<file path="src/rtl/mul_div_unit_if.sv">
// rtl/mul_div_unit_if.sv - start/busy/done handshake, operands, HI/LO results and move-to write port
interface mul_div_unit_if #(
    parameter int WIDTH = 32
);
    logic             start;
    logic [1:0]       op;
    logic [WIDTH-1:0] a;
    logic [WIDTH-1:0] b;
    logic             wr_hi;
    logic             wr_lo;
    logic [WIDTH-1:0] wr_data;
    logic             busy;
    logic             done;
    logic [WIDTH-1:0] hi;
    logic [WIDTH-1:0] lo;

    modport master (
        output start, op, a, b, wr_hi, wr_lo, wr_data,
        input  busy, done, hi, lo
    );

    modport slave (
        input  start, op, a, b, wr_hi, wr_lo, wr_data,
        output busy, done, hi, lo
    );
endinterface

</file>
<file path="src/rtl/mul_div_unit.sv">
// rtl/mul_div_unit.sv - iterative shift-add multiply / restoring divide into HI/LO
module mul_div_unit #(
    parameter int WIDTH = 32
) (
    input  logic          clk,
    input  logic          rst,
    mul_div_unit_if.slave bus
);
    localparam int CW = $clog2(WIDTH) + 1;

    typedef enum logic [1:0] {
        S_IDLE = 2'd0,
        S_CALC = 2'd1,
        S_FIX  = 2'd2
    } state_t;

    state_t           r_state;
    state_t           w_next;
    logic [CW-1:0]    r_cnt;
    logic             r_is_div;
    logic             r_neg_q;
    logic             r_neg_r;
    logic             r_div_zero;
    logic [WIDTH-1:0] r_a_orig;
    logic [WIDTH-1:0] r_opb;
    logic [WIDTH-1:0] r_acc;
    logic [WIDTH-1:0] r_mq;
    logic [WIDTH-1:0] r_hi;
    logic [WIDTH-1:0] r_lo;
    logic             r_done;

    logic             w_busy;
    logic             w_accept;
    logic             w_signed;
    logic             w_a_neg;
    logic             w_b_neg;
    logic [WIDTH-1:0] w_a_mag;
    logic [WIDTH-1:0] w_b_mag;
    logic [WIDTH-1:0] w_mul_add;
    logic [WIDTH:0]   w_mul_sum;
    logic [WIDTH:0]   w_div_shift;
    logic [WIDTH+1:0] w_div_diff;
    logic             w_div_ok;
    logic [2*WIDTH-1:0] w_prod;
    logic [2*WIDTH-1:0] w_prod_fix;

    // Operand conditioning: signed ops (op[0]==0) work on magnitudes.
    assign w_signed = ~bus.op[0];
    assign w_a_neg  = w_signed & bus.a[WIDTH-1];
    assign w_b_neg  = w_signed & bus.b[WIDTH-1];
    assign w_a_mag  = w_a_neg ? -bus.a : bus.a;
    assign w_b_mag  = w_b_neg ? -bus.b : bus.b;

    // Multiply step: add multiplicand when the low multiplier bit is set, then shift right.
    assign w_mul_add = r_mq[0] ? r_opb : '0;
    assign w_mul_sum = {1'b0, r_acc} + {1'b0, w_mul_add};

    // Divide step: shift in next dividend bit and trial-subtract the divisor.
    assign w_div_shift = {r_acc, r_mq[WIDTH-1]};
    assign w_div_diff  = {1'b0, w_div_shift} - {2'b00, r_opb};
    assign w_div_ok    = ~w_div_diff[WIDTH+1];

    assign w_prod     = {r_acc, r_mq};
    assign w_prod_fix = r_neg_q ? -w_prod : w_prod;

    // State register.
    always_ff @(posedge clk) begin
        if (rst) begin
            r_state <= S_IDLE;
        end else begin
            r_state <= w_next;
        end
    end

    // Next-state and handshake decode.
    always_comb begin
        w_next   = r_state;
        w_busy   = 1'b0;
        w_accept = 1'b0;
        case (r_state)
            S_IDLE: begin
                if (bus.start) begin
                    w_accept = 1'b1;
                    w_next   = S_CALC;
                end
            end
            S_CALC: begin
                w_busy = 1'b1;
                if (r_cnt == CW'(WIDTH - 1)) begin
                    w_next = S_FIX;
                end
            end
            S_FIX: begin
                w_busy = 1'b1;
                w_next = S_IDLE;
            end
            default: begin
                w_next = S_IDLE;
            end
        endcase
    end

    // Datapath: operand latch, one iteration per CALC cycle, sign fix and HI/LO update.
    always_ff @(posedge clk) begin
        if (rst) begin
            r_cnt      <= '0;
            r_is_div   <= 1'b0;
            r_neg_q    <= 1'b0;
            r_neg_r    <= 1'b0;
            r_div_zero <= 1'b0;
            r_a_orig   <= '0;
            r_opb      <= '0;
            r_acc      <= '0;
            r_mq       <= '0;
            r_hi       <= '0;
            r_lo       <= '0;
            r_done     <= 1'b0;
        end else begin
            r_done <= 1'b0;
            case (r_state)
                S_IDLE: begin
                    if (w_accept) begin
                        r_is_div   <= bus.op[1];
                        r_neg_q    <= w_a_neg ^ w_b_neg;
                        r_neg_r    <= w_a_neg;
                        r_div_zero <= (bus.b == '0);
                        r_a_orig   <= bus.a;
                        r_mq       <= w_a_mag;
                        r_opb      <= w_b_mag;
                        r_acc      <= '0;
                        r_cnt      <= '0;
                    end else begin
                        // Move-to writes only land when no operation is being launched.
                        if (bus.wr_hi) begin
                            r_hi <= bus.wr_data;
                        end
                        if (bus.wr_lo) begin
                            r_lo <= bus.wr_data;
                        end
                    end
                end
                S_CALC: begin
                    r_cnt <= r_cnt + 1'b1;
                    if (r_is_div) begin
                        r_acc <= w_div_ok ? w_div_diff[WIDTH-1:0] : w_div_shift[WIDTH-1:0];
                        r_mq  <= {r_mq[WIDTH-2:0], w_div_ok};
                    end else begin
                        r_acc <= w_mul_sum[WIDTH:1];
                        r_mq  <= {w_mul_sum[0], r_mq[WIDTH-1:1]};
                    end
                end
                S_FIX: begin
                    r_done <= 1'b1;
                    if (r_is_div) begin
                        if (r_div_zero) begin
                            // Divide by zero reports the raw dividend, not a sign-fixed magnitude.
                            r_hi <= r_a_orig;
                            r_lo <= '1;
                        end else begin
                            r_lo <= r_neg_q ? -r_mq : r_mq;
                            r_hi <= r_neg_r ? -r_acc : r_acc;
                        end
                    end else begin
                        r_hi <= w_prod_fix[2*WIDTH-1:WIDTH];
                        r_lo <= w_prod_fix[WIDTH-1:0];
                    end
                end
                default: begin
                    r_cnt <= '0;
                end
            endcase
        end
    end

    assign bus.busy = w_busy;
    assign bus.done = r_done;
    assign bus.hi   = r_hi;
    assign bus.lo   = r_lo;
endmodule

</file>
<file path="src/flat_wrapper.sv">
// flat-port wrapper written by rule: the top's interface ports become plain ports
module mul_div_unit_flat 
#(
    parameter int WIDTH = 32
)
  (clk, rst, bus_start, bus_op, bus_a, bus_b, bus_wr_hi, bus_wr_lo, bus_wr_data, bus_busy, bus_done, bus_hi, bus_lo);
  mul_div_unit_if #(.WIDTH(WIDTH)) bus_i ();
  input  logic clk;
  input  logic rst;
  input wire logic [$bits(bus_i.start)-1:0] bus_start;
  input wire logic [$bits(bus_i.op)-1:0] bus_op;
  input wire logic [$bits(bus_i.a)-1:0] bus_a;
  input wire logic [$bits(bus_i.b)-1:0] bus_b;
  input wire logic [$bits(bus_i.wr_hi)-1:0] bus_wr_hi;
  input wire logic [$bits(bus_i.wr_lo)-1:0] bus_wr_lo;
  input wire logic [$bits(bus_i.wr_data)-1:0] bus_wr_data;
  output wire logic [$bits(bus_i.busy)-1:0] bus_busy;
  output wire logic [$bits(bus_i.done)-1:0] bus_done;
  output wire logic [$bits(bus_i.hi)-1:0] bus_hi;
  output wire logic [$bits(bus_i.lo)-1:0] bus_lo;
  assign bus_i.start = bus_start;
  assign bus_i.op = bus_op;
  assign bus_i.a = bus_a;
  assign bus_i.b = bus_b;
  assign bus_i.wr_hi = bus_wr_hi;
  assign bus_i.wr_lo = bus_wr_lo;
  assign bus_i.wr_data = bus_wr_data;
  assign bus_busy = bus_i.busy;
  assign bus_done = bus_i.done;
  assign bus_hi = bus_i.hi;
  assign bus_lo = bus_i.lo;
  mul_div_unit #(.WIDTH(WIDTH)) u_core (.clk(clk), .rst(rst), .bus(bus_i));
endmodule
</file>
<file path="config.mk">
export PLATFORM = sky130hd
export DESIGN_NAME = mul_div_unit_flat
export DESIGN_NICKNAME = d
export VERILOG_FILES = /design/src/rtl/mul_div_unit_if.sv /design/src/rtl/mul_div_unit.sv /design/src/flat_wrapper.sv
export SDC_FILE = /design/constraint.sdc
export NUM_CORES = 1
export LEC_CHECK = 0
export BUFFER_PORTS_ARGS = -buffer_cell sky130_fd_sc_hd__buf_2
export CAP_MARGIN = 0
export CORE_MARGIN = 4
export CORE_UTILIZATION = 65
export CTS_CLUSTER_SIZE = 28
export DETAILED_ROUTE_END_ITERATION = 8
export HOLD_SLACK_MARGIN = 0.1
export PLACE_DENSITY = 0.84
export SLEW_MARGIN = 20
export SYNTH_ARGS = -nofsm -noshare
export SYNTH_HDL_FRONTEND = slang
export SYNTH_SLANG_ARGS = --single-unit
export TNS_END_PERCENT = 1
</file>
<file path="constraint.sdc">
create_clock -name clk -period 6 [get_ports clk]
set_clock_uncertainty 0.1 [all_clocks]
set_input_delay 1.5 -clock clk [delete_from_list [all_inputs] [get_ports clk]]
set_output_delay 1.5 -clock clk [all_outputs]
set_load 0.02 [all_outputs]
</file>
==> results.py, run 1 <==
metrics = {
    "outcome": {
        "status": "completed",
    },
    "drt": {
        "wl_per_cell_um": 22.09,
        "firstDrtPassIters": 9,
        "drt_wl_total_um": 57900,
        "ant_nets": 0,
        "first_iter_violations": 2832,
        "drc": 0,
        "via_per_inst": 6.854,
        "vias": 17960,
    },
    "pwr": {
        "power.internal_w": 0.002588,
        "max-vdd-ir-drop_mv": 0.2816,
        "clkPwrFrac_pct": 34.2,
        "power_frac_comb_pct": 26.6,
        "power_density_mw_per_mm2": 225.1,
        "power_w": 0.004006,
        "switchingPower_w": 0.001418,
        "p_leak_nw": 7.054,
        "p_seq_share_pct": 39.2,
        "switching_share_pct": 35.40,
    },
    "cells_and_area": {
        "area_delta_synth_final_pct": 9.223,
        "drive_gt1_share_pct": 11.75,
        "diodes": 0,
        "nets": 2462,
    },
    "clock_tree": {
        "post_cts_buffers": 0,
        "cts-buffers-inserted": 23,
        "cts_max_path_buffers": 3,
        "post_cts_resized": 0,
        "cts_hold_buf": 0,
        "clk_latency_ns": 0.53,
        "clkSinkCount": 205,
        "path_clk_slew_ns": 0.07,
        "cts-root-buf": "clkbuf_16",
        "cts_tree": "done",
        "cts_max_level": 1,
    },
    "sta": {
        "fin_crit_sh_pct": 74.63,
        "drv_slew": 0,
        "slew_headroom_pct": 25.09,
        "period_minus_slack_ns": 4.478,
        "worst_slew_pin_slew_ns": 1.118,
        "rsz0062_at_grt": "false",
        "hold_violations": 0,
        "finalSetupViolCount": 0,
        "tns_ns": 0,
        "fmax_mhz": 223.3,
    },
    "worst_setup_path": {
        "criticalPathCategory": "reg2reg",
        "crit_family": "compound AO/OA/AOI/OAI gates",
        "r2r-start": "u_core.r_acc[0]",
        "cp_cell_sequence": "ha_1 -> nor2b_1 -> o31ai_1 -> a2111oi_1 -> nor2_1 -> o21a_1 -> a21oi_4 -> buf_4 -> mux2_2 -> nand2_1 -> o311ai_0",
        "endpoint_kind": "register",
        "startpoint_type": "register",
        "crit_fanout": 30,
        "setup.worst_path.start": "u_core.r_acc[0]",
        "cp_slowest_stage_delay_ns": 0.92,
        "crit_arrival_ns": 4.76,
        "path_buf_inv": 1,
        "slowest_stage": "a2111oi_1",
        "crit_required_ns": 6.28,
    },
    "synth": {
        "synth_fp_nets": 2414,
        "yosysSeqAreaShare_pct": 25.19,
        "netlist_instances": 2237,
        "yosysUniqueCellTypes": 82,
        "async_reset_ff_share_pct": 0,
        "syn_area_mm2": 0.01629,
        "synthFlopType": "dfxtp_1",
        "synth_area_leaders": "dfxtp_1 25%, nand2_1 7.1%, a21oi_1 7.0%",
        "synth_edf_count": 0,
        "synth_area_leader_cell": "dfxtp_1",
        "yosys_warnings": 0,
        "netlist.area_leader.share_pct": 25.19,
        "syn_area_per_cell_um2": 7.283,
        "ys_ff_latch": 205,
    },
    "floorplanning": {
        "die_area_mm2": 0.02766,
        "die_h_um": 166.3,
        "start_util_pct": 66.61,
        "io_pins": 169,
        "placementRows": 57,
        "coreArea_mm2": 0.02446,
        "die_w_um": 166.3,
    },
    "placed_design": {
        "portBuffers": 168,
        "hpwlAfterDp_um": 42740,
        "globalplace.congestion": 1.013,
    },
    "global_route": {
        "grt_overflow": 0,
        "gr-usage-all-layers_pct": 38.91,
        "grt_pass1_vias": 16190,
        "grt_pass1_wl_um": 88780,
        "grt_max_degree": 114,
        "antenna_found_initial": 0,
    },
    "run": {
        "cap_violations": 0,
    },
    "min_path": {
        "hold_path_class": "reg2reg",
        "hold_start": "u_core.bus.lo[27]",
    },
}
## flip-flops by register name, indices dropped and copies added, names as in the netlist
name	cells
u_core.bus.hi	32
u_core.bus.lo	32
u_core.r_a_orig	32
u_core.r_acc	32
u_core.r_mq	32
u_core.r_opb	32
u_core.r_cnt	6
u_core.r_state	2
u_core.bus.done	1
u_core.r_div_zero	1
u_core.r_is_div	1
u_core.r_neg_q	1
u_core.r_neg_r	1
## metrics by stage
stage | worst slack (ns) | instances | instance area [um^2] | utilization [%] | hold slack, ns
2_1_floorplan | 2.177 | 2237 | 16290 | - | 0.3312
3_3_place_gp | 1.694 | 2584 | 17090 | 69.86 | 0.3219
3_5_place_dp | 1.617 | 2584 | 17090 | 69.86 | 0.3431
4_1_cts | 1.585 | 2621 | 17790 | 72.73 | 0.3514
5_1_grt | 1.396 | 2621 | 17800 | 72.75 | 0.3615
6_report | 1.522 | 2621 | 17800 | 72.75 | 0.3488
## routing by layer
metal | share of wire [%] | track usage, % | vias to the layer above
met5 | 0 | 0 | -
met4 | 3.7 | 12.81 | 0
met3 | 14 | 10.97 | 181
met2 | 42 | 57.39 | 1202
met1 | 41 | 54.98 | 8369
li1 | - | - | 8212
## worst register-to-register path, stage by stage (launching register included)
cell       delay [ns]
dfxtp_1          0.63
ha_1             0.22
nor2b_1          0.18
o31ai_1          0.19
a2111oi_1        0.92
nor2_1           0.21
o21a_1           0.31
a21oi_4          0.49
buf_4            0.49
mux2_2           0.40
nand2_1          0.06
o311ai_0         0.13
## synthesized netlist by cell type (19+ instances only)
| cell | instances |
|---|---|
| clkbuf_1 | 130 |
| nor4_1 | 23 |
| ha_1 | 72 |
| o31ai_1 | 31 |
| a31oi_1 | 23 |
| xnor2_1 | 110 |
| nor3_1 | 38 |
| nand3_1 | 34 |
| a21o_1 | 35 |
| o211ai_1 | 58 |
| o21ai_0 | 132 |
| nand2b_1 | 19 |
| or3_1 | 20 |
| dfxtp_1 | 205 |
| mux2i_1 | 54 |
| nand2_1 | 308 |
| a211oi_1 | 58 |
| a21oi_1 | 229 |
| nor2_1 | 206 |
| xor2_1 | 57 |
| o221ai_1 | 39 |
| inv_1 | 78 |
## layout make-up
class | count | area, um^2
Multi-Input combinational cell | 1785 | 11270
Tap cell | 324 | 405.4
Fill cell | 2008 | 6666
Clock buffer | 28 | 614.3
Sequential cell | 205 | 4108
Timing Repair Buffer | 190 | 1012
Inverter | 80 | 300.3
Clock inverter | 9 | 87.58
## logic make-up (layout without fill, tap and decap cells)
logic type	Yosys count	after routing	share of synthesized area [%]
AOI/OAI and AO/OA	734	734	29.16
and+or+nand+nor	751	751	21.30
xor gates and xnor gates	167	167	8.977
muxes	59	59	3.663
buffers and inverters	247	307	5.936
DFF	205	205	25.19
adders and majority gates	74	74	5.775
## worst paths after layout
| kind | cells past startpoint | slack (ns) | to |
|---|---|---|---|
| max | 11 | 1.52 | u_core.r_acc[4] |
| min | 2 | 0.35 | u_core.bus.lo[27] |
| max reg2reg | 11 | 1.52 | u_core.r_acc[4] |
| min reg2reg | 2 | 0.35 | u_core.bus.lo[27] |
## cell usage in the layout, fill, tap and decap left out, types with 7 or more instances in the layout
| cell | instances |
|---|---|
| or4_1 | 13 |
| o31ai_1 | 31 |
| a211oi_1 | 58 |
| a21oi_1 | 225 |
| xnor2_1 | 110 |
| clkbuf_16 | 23 |
| o21ai_1 | 8 |
| nor2_1 | 205 |
| o221ai_1 | 39 |
| ha_1 | 70 |
| dfxtp_1 | 204 |
| o21ai_0 | 132 |
| and2_1 | 13 |
| nor3_1 | 36 |
| a31oi_1 | 23 |
| and3_1 | 15 |
| inv_1 | 78 |
| nand3_1 | 34 |
| nand4_1 | 12 |
| a311oi_1 | 18 |
| nor4_1 | 23 |
| o41ai_1 | 13 |
| buf_4 | 22 |
| a221o_1 | 7 |
| nand2_1 | 307 |
| nor2b_1 | 10 |
| xor2_1 | 57 |
| buf_2 | 167 |
| a221oi_1 | 9 |
| o211ai_1 | 58 |
| o21a_1 | 11 |
| mux2i_1 | 54 |
| or3_1 | 20 |
| a21o_1 | 35 |
| nand2b_1 | 19 |
## power by group through the flow
stage	logic, W	registers [W]	clock network (W)
after floorplan	0.000712	0.00156	0
after global placement	0.00100	0.00159	0
after detailed placement	0.00102	0.00159	0
after CTS	0.00103	0.00156	0.00137
after global routing	0.00115	0.00158	0.00142
final	0.00107	0.00157	0.00137
(Power assumes the default switching activity.)
==> run 2, diff against run 1 <==
--- a/config.mk
+++ b/config.mk
@@ -8,11 +8,11 @@
 export BUFFER_PORTS_ARGS = -buffer_cell sky130_fd_sc_hd__buf_2
 export CAP_MARGIN = 0
 export CORE_MARGIN = 4
-export CORE_UTILIZATION = 65
+export CORE_UTILIZATION = 55
 export CTS_CLUSTER_SIZE = 28
 export DETAILED_ROUTE_END_ITERATION = 8
 export HOLD_SLACK_MARGIN = 0.1
-export PLACE_DENSITY = 0.84
+export PLACE_DENSITY = 0.75
 export SLEW_MARGIN = 20
 export SYNTH_ARGS = -nofsm -noshare
 export SYNTH_HDL_FRONTEND = slang
==> constraint.sdc (replaced) <==
create_clock -name clk -period 3.8 [get_ports clk]
set_clock_uncertainty 0.1 [all_clocks]
set_input_delay 0.95 -clock clk [delete_from_list [all_inputs] [get_ports clk]]
set_output_delay 0.95 -clock clk [all_outputs]
set_load 0.02 [all_outputs]
==> run 2 against run 1 <==
Compared with the run above: combinational power up 65%; first-iteration DRC count down 27%; sequential share of layout area down 1.0 points; die area up 17%; via count down 0.61%; register-to-register slack worse by 1.3 ns; critical path type unchanged; largest power group is now the clock network.
==> results.py, run 2 (synthesized netlist as in run 1, its figures left out) <==
metrics = {
    "cells_and_area": {
        "register_area_mm2": 0.004108,
        "area_delta_synth_final_pct": 14.35,
        "most-common-layout-cells": "308 x nand2_1, 226 x a21oi_1, 205 x nor2_1",
        "final_common_cell": "nand2_1",
        "nets": 2544,
        "fin_util_pct": 64.39,
        "nFillCells": 2640,
        "multi_input_area_mm2": 0.01126,
        "layout.cells.non_filler": 2768,
        "drive_gt1_share_pct": 14.81,
        "diodes": 0,
    },
    "pwr": {
        "p_leak_nw": 7.540,
        "power_w": 0.006727,
        "power_density_mw_per_mm2": 361.1,
        "max-vdd-ir-drop_mv": 0.2891,
    },
    "clock_tree": {
        "cts_max_level": 1,
        "clkSinkCount": 205,
        "cts-root-buf": "clkbuf_16",
        "cts_max_path_buffers": 3,
        "clk_latency_ns": 0.56,
        "path_clk_slew_ns": 0.06,
        "cts-buffers-inserted": 25,
        "cts_tree": "done",
        "cts_hold_buf": 0,
    },
    "drt": {
        "wl_per_cell_um": 21.70,
        "firstDrtPassIters": 5,
        "via_per_inst": 6.451,
        "vias": 17860,
        "drt_wl_total_um": 60070,
        "first_iter_violations": 2066,
        "drc": 0,
        "ant_nets": 0,
    },
    "placed_design": {
        "portBuffers": 168,
        "dp_cells": 2724,
        "globalplace.congestion": 1.034,
        "hpwlAfterDp_um": 45670,
        "dpl_worst_slack_ns": 0.2697,
    },
    "sta": {
        "worst_slew_pin_slew_ns": 1.058,
        "fmax_mhz": 282.8,
        "period_minus_slack_ns": 3.536,
        "hold_violations": 0,
        "rsz0062_at_grt": "false",
        "fin_crit_sh_pct": 93.05,
        "slew_headroom_pct": 29.44,
        "drv_slew": 0,
        "tns_ns": 0,
        "finalSetupViolCount": 0,
        "setup_ws_ns": 0.2642,
    },
    "worst_setup_path": {
        "cp_slowest_stage_delay_ns": 0.46,
        "startpoint_type": "register",
        "path_buf_inv": 1,
        "criticalPathCategory": "reg2reg",
        "cp_cell_sequence": "nor4_1 -> nor3b_2 -> nand4b_1 -> buf_4 -> o31ai_1 -> nand2_1 -> a21oi_1 -> xnor2_1 -> o21ai_0 -> a311oi_1",
        "r2r-start": "u_core.r_mq[3]",
        "slowest_stage": "nor4_1",
        "r2r-end": "u_core.bus.hi[17]",
        "reg2regPathDepth": 10,
        "regToRegSetupSlack_ns": 0.26,
        "crit_arrival_ns": 3.89,
        "crit_family": "compound AO/OA/AOI/OAI gates",
        "endpoint_kind": "register",
        "crit_required_ns": 4.16,
        "crit_fanout": 14,
    },
    "global_route": {
        "grt_pass1_vias": 16310,
        "grt_pass1_wl_um": 91980,
        "met3_usage_pct": 8.296,
        "antenna_found_initial": 0,
        "grt_busiest_layer": "met2",
        "gr-usage-all-layers_pct": 34.62,
        "grt_max_degree": 97,
        "grt_overflow": 0,
        "grtUsageMet2_pct": 50.97,
        "met1_usage_pct": 50.86,
    },
    "min_path": {
        "hold_end": "u_core.bus.hi[23]",
        "hold_path_class": "reg2reg",
        "hold_start": "u_core.bus.hi[23]",
        "min_path_cells": 2,
    },
    "floorplanning": {
        "io_pins": 169,
        "die_h_um": 180.1,
        "die_area_mm2": 0.03244,
        "start_util_pct": 56.31,
        "coreArea_mm2": 0.02894,
        "die_w_um": 180.1,
        "placementRows": 62,
    },
    "run": {
        "cap_violations": 0,
    },
    "outcome": {
        "status": "completed",
    },
}
run 2: changes by cell type in the layout (fill, tap and decap cells not counted), sizes merged:
| cell | previous run | this run |
|---|---|---|
| buf | 190 | 270 |
| bufinv | 1 | 3 |
| inv | 79 | 80 |
| clkbuf | 28 | 34 |
| clkinv | 8 | 7 |
| clkinvlp | 1 | 0 |
run 2: how the worst max path moves through the flow:
stage,to,from,depth (start not counted)
after floorplan,u_core.r_mq[29],bus_a[2],9
after global placement,u_core.r_acc[27],u_core.r_mq[0],14
after detailed placement,u_core.r_acc[27],u_core.r_mq[0],14
after CTS,u_core.r_acc[31],u_core.r_mq[0],13
after global routing,u_core.bus.hi[26],u_core.r_mq[3],8
final,u_core.bus.hi[17],u_core.r_mq[3],10
run 2: report_power, final:
part / internal (W) / switching, W
clock: 0.00150 / 0.00101
sequential: 0.00229 / 0.000152
combinational: 0.000633 / 0.00114
run 2: metal layers:
layer  part of all wire, %  up-vias  wire (um)
met4                   2.7        0       1621
met5                     0        -          0
met2                    42      945      25190
met3                    12      120       7479
li1                      -     8371          -
met1                    43     8419      25780
run 2: metrics by stage:
stage / area [um^2] / hold slack [ns]
after floorplan: 16290 / 0.3312
after global placement: 17780 / 0.3299
after detailed placement: 17780 / 0.3408
after CTS: 18620 / 0.3489
after global routing: 18630 / 0.3647
final: 18630 / 0.3464
run 2: worst register-to-register path: cells and delay by family, from the launching register on:
| family | cells | cell delay [ns] |
|---|---|---|
| XOR/XNOR | 1 | 0.18 |
| AND/OR/NAND/NOR | 4 | 1.21 |
| flip-flops | 1 | 0.40 |
| buffers and inverters | 1 | 0.23 |
| AO/OA/AOI/OAI | 4 | 1.33 |
run 2: cell type report:
class | instances | share of cell area (%)
timing repair buffer | 270 | 8.791
inverter | 80 | 1.612
clock buffer | 34 | 3.754
multi-input combinational | 1785 | 60.44
clock inverter | 10 | 0.7723
sequential | 205 | 22.05
tap | 384 | 2.579
run 2: repair_timing:
action	in CTS	in global routing
resized for setup	0	2
buffers inserted	0	0
setup endpoints to repair	0	2
